===== src/rtl/video_timing_480p.sv =====
// CEA-861 720x480p raster generator: counters plus a one-cycle registered decode of the next position.
// Outputs update one clock after each enabled edge; en=0 freezes the raster, holds outputs and suppresses pulses.
module video_timing_480p #(
    parameter int H_ACTIVE = 720,
    parameter int H_FP     = 16,
    parameter int H_SYNC   = 62,
    parameter int H_BP     = 60,
    parameter int V_ACTIVE = 480,
    parameter int V_FP     = 9,
    parameter int V_SYNC   = 6,
    parameter int V_BP     = 30,
    parameter int SYNC_POL = 0,
    parameter int PREFETCH = 2
) (
    input  logic       clk,
    input  logic       reset,
    input  logic       en,
    output logic       hs,
    output logic       vs,
    output logic       de,
    output logic [9:0] x,
    output logic [9:0] y,
    output logic       line_start,
    output logic       frame_start,
    output logic       pix_req
);

    localparam int H_TOTAL = H_ACTIVE + H_FP + H_SYNC + H_BP;
    localparam int V_TOTAL = V_ACTIVE + V_FP + V_SYNC + V_BP;

    localparam logic [9:0]  H_LAST = 10'(H_TOTAL - 1);
    localparam logic [9:0]  V_LAST = 10'(V_TOTAL - 1);
    localparam logic [10:0] H_TOT  = 11'(H_TOTAL);
    localparam logic [10:0] HA     = 11'(H_ACTIVE);
    localparam logic [10:0] VA     = 11'(V_ACTIVE);
    localparam logic [10:0] HS_BEG = 11'(H_ACTIVE + H_FP);
    localparam logic [10:0] HS_END = 11'(H_ACTIVE + H_FP + H_SYNC);
    localparam logic [10:0] VS_BEG = 11'(V_ACTIVE + V_FP);
    localparam logic [10:0] VS_END = 11'(V_ACTIVE + V_FP + V_SYNC);
    localparam logic [10:0] PF     = 11'(PREFETCH);
    localparam logic        SYNC_ON = (SYNC_POL != 0);

    logic [9:0]  nh;
    logic [9:0]  nv;
    logic [9:0]  pv;
    logic [10:0] ph;
    logic        n_de;
    logic        n_hs;
    logic        n_vs;
    logic        n_req;

    // x/y double as the raster counters; everything else decodes the position they step to.
    always_comb begin
        nh = x + 10'd1;
        nv = y;
        if (x == H_LAST) begin
            nh = '0;
            nv = (y == V_LAST) ? '0 : y + 10'd1;
        end

        // Prefetch position may spill past the line end onto the next line.
        ph = {1'b0, nh} + PF;
        pv = nv;
        if (ph >= H_TOT) begin
            ph = ph - H_TOT;
            pv = (nv == V_LAST) ? '0 : nv + 10'd1;
        end

        n_de  = ({1'b0, nh} < HA) && ({1'b0, nv} < VA);
        n_hs  = ({1'b0, nh} >= HS_BEG) && ({1'b0, nh} < HS_END);
        n_vs  = ({1'b0, nv} >= VS_BEG) && ({1'b0, nv} < VS_END);
        n_req = (ph < HA) && ({1'b0, pv} < VA);
    end

    always_ff @(posedge clk or posedge reset) begin
        if (reset) begin
            x           <= H_LAST;
            y           <= V_LAST;
            de          <= 1'b0;
            pix_req     <= 1'b0;
            line_start  <= 1'b0;
            frame_start <= 1'b0;
            hs          <= ~SYNC_ON;
            vs          <= ~SYNC_ON;
        end else if (en) begin
            x           <= nh;
            y           <= nv;
            de          <= n_de;
            pix_req     <= n_req;
            line_start  <= (nh == '0);
            frame_start <= (nh == '0) && (nv == '0);
            hs          <= n_hs ? SYNC_ON : ~SYNC_ON;
            vs          <= n_vs ? SYNC_ON : ~SYNC_ON;
        end else begin
            line_start  <= 1'b0;
            frame_start <= 1'b0;
        end
    end

endmodule


===== config.mk =====
export PLATFORM = sky130hd
export DESIGN_NAME = video_timing_480p
export DESIGN_NICKNAME = d
export VERILOG_FILES = /design/src/rtl/video_timing_480p.sv
export SDC_FILE = /design/constraint.sdc
export NUM_CORES = 1
export LEC_CHECK = 0
export BUFFER_PORTS_ARGS = -buffer_cell sky130_fd_sc_hd__buf_2
export CORE_ASPECT_RATIO = 1.75
export CORE_MARGIN = 2
export CORE_UTILIZATION = 30
export DETAILED_ROUTE_END_ITERATION = 10
export PLACE_DENSITY_LB_ADDON = 0.15
export SETUP_SLACK_MARGIN = 0.4
export SKIP_CTS_REPAIR_TIMING = 1
export SYNTH_ARGS = -nofsm -noshare
export SYNTH_HDL_FRONTEND = slang
export SYNTH_SLANG_ARGS = --single-unit
export TNS_END_PERCENT = 50

===== constraint.sdc =====
create_clock -name clk -period 4.36 [get_ports clk]
set_input_delay 0.218 -clock clk [delete_from_list [all_inputs] [get_ports clk]]
set_output_delay 0.218 -clock clk [all_outputs]
set_load 0.005 [all_outputs]

# Word-level counts from Yosys, hierarchy flattened
# Index checks and enable logic that the tools add are counted.
dict set report op_classes {
  n_addsub 5
  order_cmp 9
  eq_ne 3
  mux 10
  n_reduce_logical 7
}
# operator count
set op_table {}
lappend op_table {{2-to-1 mux 10 bit} 5}
lappend op_table {{adder 10 x 1 -> 10 bit (second input constant)} 3}
lappend op_table {{== test 10 bit (second input constant)} 3}
lappend op_table {{< comparator 10 x 9 -> 1 bit (second input constant)} 3}
lappend op_table {{zero test 10 bit} 2}
lappend op_table {{< comparator 10 bit (second input constant)} 2}
lappend op_table {{adder 10 x 2 -> 11 bit (second input constant)} 1}
lappend op_table {{greater-or-equal comparator 11 x 10 -> 1 bit (second input constant)} 1}
lappend op_table {{< comparator 11 x 10 -> 1 bit (second input constant)} 1}
lappend op_table {{2-to-1 mux 11 bit} 1}
lappend op_table {{subtractor 11 x 10 -> 11 bit (second input constant)} 1}
lappend op_table {{greater-or-equal comparator 10 bit (second input constant)} 1}
lappend op_table {{greater-or-equal comparator 10 x 9 -> 1 bit (second input constant)} 1}
lappend op_table {{logical AND 1 bit} 5}
lappend op_table {{2-to-1 mux 1 bit} 4}
dict set report word_totals {
  register_bits 26
  inputBits 3
  out_inout_bits 26
  wordCells 42
}

# Longest topological paths before layout
dict set report depth {
  ltp_word 8
  ltp_mapped 16
  mapped_depth_nobuf 15
}

# Least setup slack after synthesis
# No wires, ideal clock.
dict set report synth_path {
  path_kind {register -> register}
  startpoint {register x[3]}
  endpoint {register pix_req}
  setup_time_ps 133
  t_arrival_ps 3551
  required_time_ps 4227
  slack_ps 676
  stages_incl_launch_ff 15
  n_path_buf 3
  synth_period_minus_slack_ps 3684
  path_cell_list {dfstp_2 > buf_2 > nand3_1 > nor3_1 > clkbuf_1 > nor2_1 > ha_1 > clkbuf_1 > or3_1 > a21oi_1 > or4b_1 > nand3_1 > o221ai_2 > o32ai_1 > a22oi_1}
}
dict set report synth_via {
  elab_chain_cells 7
  elab_cells_between_ends 15
  cone_classes {add/sub: 4; order compare: 3; eq/ne: 2; mux: 5; reduce/logical: 1}
}
# element line
set synth_lines {}
lappend synth_lines {{start, declared} 21} ;# output logic [9:0] x,
lappend synth_lines {{start signal, assigned} 86} ;# x <= nh;
lappend synth_lines {{== test 10 bit (*)} 56} ;# if (x == H_LAST) begin
lappend synth_lines {{2-to-1 mux 10 bit (*)} 56}
lappend synth_lines {{named net nh[2]} 43} ;# logic [9:0] nh;
lappend synth_lines {{adder 10 x 2 -> 11 bit (*)} 62} ;# ph = {1'b0, nh} + PF;
lappend synth_lines {{subtractor 11 x 10 -> 11 bit or greater-or-equal comparator 11 x 10 -> 1 bit (tied branches)} {65, 64}}
lappend synth_lines {{2-to-1 mux 11 bit or 2-to-1 mux 10 bit (tied branches)} 64} ;# if (ph >= H_TOT) begin
lappend synth_lines {{< comparator 11 x 10 -> 1 bit or < comparator 10 x 9 -> 1 bit (tied branches)} 72} ;# n_req = (ph < HA) && ({1'b0, pv} < VA);
lappend synth_lines {{logical AND 1 bit (*)} 72}
lappend synth_lines {{end signal, assigned} 89} ;# pix_req <= n_req;
lappend synth_lines {{end, declared} 25} ;# output logic pix_req
# Mark *: on every way through the listed nets, which the timed path passes. The rest lies on a longest branch.
# A chain may end at the register's enable or synchronous reset.

# Worst setup path after layout
dict set report layout_path {
  startpoint {register x[0]}
  endpoint {register pix_req}
}
dict set report layout_via {
  elab_chain_cells 7
  elab_cells_between_ends 15
  cone_classes {add/sub: 4; order compare: 3; eq/ne: 2; mux: 5; reduce/logical: 1}
}
# element line
set layout_lines {}
lappend layout_lines {{adder 10 x 1 -> 10 bit or == test 10 bit (tied branches)} {54, 56}}
lappend layout_lines {{2-to-1 mux 10 bit (*)} 56}
lappend layout_lines {{named net nh[1]} 43}
lappend layout_lines {{adder 10 x 2 -> 11 bit (*)} 62}
lappend layout_lines {{subtractor 11 x 10 -> 11 bit or greater-or-equal comparator 11 x 10 -> 1 bit (tied branches)} {65, 64}}
lappend layout_lines {{2-to-1 mux 11 bit or 2-to-1 mux 10 bit (tied branches)} 64}
lappend layout_lines {{< comparator 11 x 10 -> 1 bit or < comparator 10 x 9 -> 1 bit (tied branches)} 72}
lappend layout_lines {{logical AND 1 bit (*)} 72}
# Marked as above.

==> flow_summary.json <==
{
  "status": "complete, but fails checks",
  "violations": "negative hold slack",
  "end_kind": "flop",
  "min-delay-path-class": "in2async",
  "relSlewSlack": 0.5289,
  "start_kind": "flop",
  "core_area_um2": 8671,
  "synth.top_cell.area_share": 0.1403,
  "hpwlAfterDp_um": 6619,
  "synth_area_leaders": "dfrtp_1, dfstp_2, nor2_1",
  "antennaDiodeCount": 0,
  "seq_area_um2": 665.6,
  "htreeDepth": 1,
  "ir_worst_vdd_v": 0.0001911,
  "drive_above_1_share": 0.2095,
  "gp_congestion": 0.8654,
  "die_x_um": 75.40,
  "timing.hold.ws_ns": -0.003791,
  "slew_violations": 0,
  "synth-edff-count": 0,
  "p_total_mw": 1.413,
  "grt.total_usage": 0.1953,
  "rsz0062_at_grt": "no",
  "ys_warn_count": 0,
  "finalInstanceArea_um2": 3083,
  "synthFlopType": "dfrtp_1",
  "syn2layout_area_growth_pct": 15.19,
  "io_buffers": 28,
  "tightest_slew_ns": 0.7047,
  "skew_ns": 0.006059,
  "root_buffer": "clkbuf_16",
  "n_fill_cell": 994,
  "yosys.area.top_type": "dfrtp_1",
  "overflow": 0,
  "numClockSinks": 26,
  "grt_max_degree": 32,
  "grt_pass1_vias": 2768,
  "multi_input_area_um2": 1868,
  "grt_pass1_wl_um": 14590,
  "fin_crit_sh": 0.8487,
  "r2r_cells": 12,
  "ys_seq_elements": 26,
  "postSynthAreaPerCell_um2": 7.518,
  "fmax_ghz": 0.2703,
  "cts_buffers": 3,
  "clk_pin_slew_worst_paths_ns": 0.08,
  "setup_viol": 0,
  "clkLatencyLatePin_ns": 0.28,
  "worstPathArrival_ns": 3.85,
  "final_cells": 494,
  "dp.cells": 490,
  "synthMostInstantiatedCell": "nor2_1",
  "firstDrtPassIters": 4,
  "drtIter0Drc": 185,
  "synth.distinct_cells": 70,
  "period_needed_ns": 3.700,
  "dr_total_vias": 2715,
  "cts_buffer_depth": 2,
  "die-area_um2": 9722,
  "synthArstFlopShare": 1.000,
  "cp.required_ns": 4.51,
  "finalHoldViolCount": 6,
  "fin_nets": 387,
  "dpl_cell_area_um2": 2942,
  "r2r_setup_slack_ns": 0.66,
  "synth_fp_nets": 365,
  "yosysSeqAreaShare": 0.2482,
  "die_h_um": 128.9,
  "initial_utilization": 0.3087,
  "pin_count": 29,
  "synthesis.area_um2": 2676,
  "drc": 0,
  "post_drt_wl_per_cell_um": 17.53,
  "cts_tree": "yes",
  "row_count": 45,
  "drt-total-wl_um": 8660,
  "leakagePower_nw": 1.143,
  "pwr_density_cell_nw_per_um2": 458.2,
  "setup_tns_ns": 0,
  "worst-path-max-fanout": 12,
  "drtAntennaViolNets": 0,
  "syn_inst": 356,
  "antenna_found_initial": 0,
  "critPathKind": "reg2reg",
  "viasPerCell": 5.496,
  "synth_common_cells": "nor2_1, nand2_1, o21ai_0, a21oi_1, inv_1",
  "worstReg2RegEnd": "pix_req",
  "cap_violations": 0,
  "rr_startpoint": "x[0]"
}
==> cells in the final DEF (no fill, tap or decap), types with 4 or more instances in the layout <==
| cell | instances |
|---|---|
| o21ai_0 | 26 |
| xnor2_1 | 13 |
| nand2b_1 | 4 |
| dfrtp_1 | 14 |
| or4_1 | 4 |
| nand3_1 | 17 |
| nor3_1 | 16 |
| a21oi_1 | 25 |
| xor2_1 | 5 |
| a31oi_1 | 5 |
| buf_2 | 28 |
| a211oi_1 | 5 |
| buf_4 | 12 |
| inv_1 | 18 |
| nand4_1 | 10 |
| dfstp_2 | 11 |
| or2_2 | 4 |
| nand2_1 | 31 |
| nor2_1 | 35 |
| nor4_1 | 6 |
| o21ai_1 | 4 |
| ha_1 | 4 |
| or3_1 | 5 |
| o21a_1 | 5 |
==> worst max-delay path by stage <==
stage / cells past startpoint / from / endpoint / slack, ns
after floorplan: 14 / x[3] / pix_req / 0.68
after global placement: 12 / x[0] / pix_req / 0.52
after detailed placement: 12 / x[0] / pix_req / 0.44
after CTS: 12 / x[0] / pix_req / 0.44
after global routing: 12 / x[0] / pix_req / 0.40
final: 12 / x[0] / pix_req / 0.66
==> routing by layer <==
layer,wire length (um),vias to the layer above,global-route usage
met4,201,0,0.08359
met5,0,-,0
met2,4969,50,0.3509
met1,3296,1296,0.2255
met3,192,16,0.02036
li1,-,1353,-
==> critical path: stages, from the launching register on <==
cell and delay, ns:
dfstp_2 0.69, ha_1 0.39, a31oi_1 0.19, buf_4 0.16
ha_2 0.27, nand4_1 0.27, nor4b_2 0.35, xor2_1 0.18
or4b_1 0.49, nand3_1 0.12, o221ai_2 0.10, o32ai_1 0.24
a22oi_1 0.13
==> layout make-up <==
type / instances / area share
Inverter: 18 / 0.02192
Clock inverter: 1 / 0.009740
Multi-Input combinational cell: 289 / 0.6059
Clock buffer: 3 / 0.02435
Tap cell: 117 / 0.04748
Timing Repair Buffer: 40 / 0.07468
Sequential cell: 26 / 0.2159
==> state kept, by name, indices dropped and copies added, names as in the netlist <==
signal and cells:
de 1, frame_start 1, hs 1, line_start 1
pix_req 1, vs 1, x 10, y 10
==> where the power goes <==
part | leakage (nW) | switching [mW] | internal [mW] | total [mW]
Sequential | 0.310 | 0.0763 | 0.285 | 0.362
Combinational | 0.782 | 0.469 | 0.296 | 0.766
Clock | 0.0511 | 0.102 | 0.183 | 0.285
Total | 1.14 | 0.648 | 0.765 | 1.41
==> per-stage QoR <==
step / util / worst slack, ns
5_1_grt: 0.3556 / 0.4018
6_report: 0.3556 / 0.6598
4_1_cts: 0.3514 / 0.4354
2_1_floorplan: - / 0.6759
3_3_place_gp: 0.3393 / 0.5193
3_5_place_dp: 0.3393 / 0.4412
==> kinds of logic after synthesis <==
logic type / after synthesis / share of synthesized area
AND/OR/NAND/NOR: 155 / 0.3109
adder cells (fa/ha/maj): 6 / 0.02805
XOR/XNOR: 21 / 0.07153
flip-flops: 26 / 0.2482
AO/OA/AOI/OAI: 102 / 0.2543
multiplexers: 5 / 0.02010
buffers and inverters: 41 / 0.06685
No activity file was read; power rests on OpenSTA's default activity.
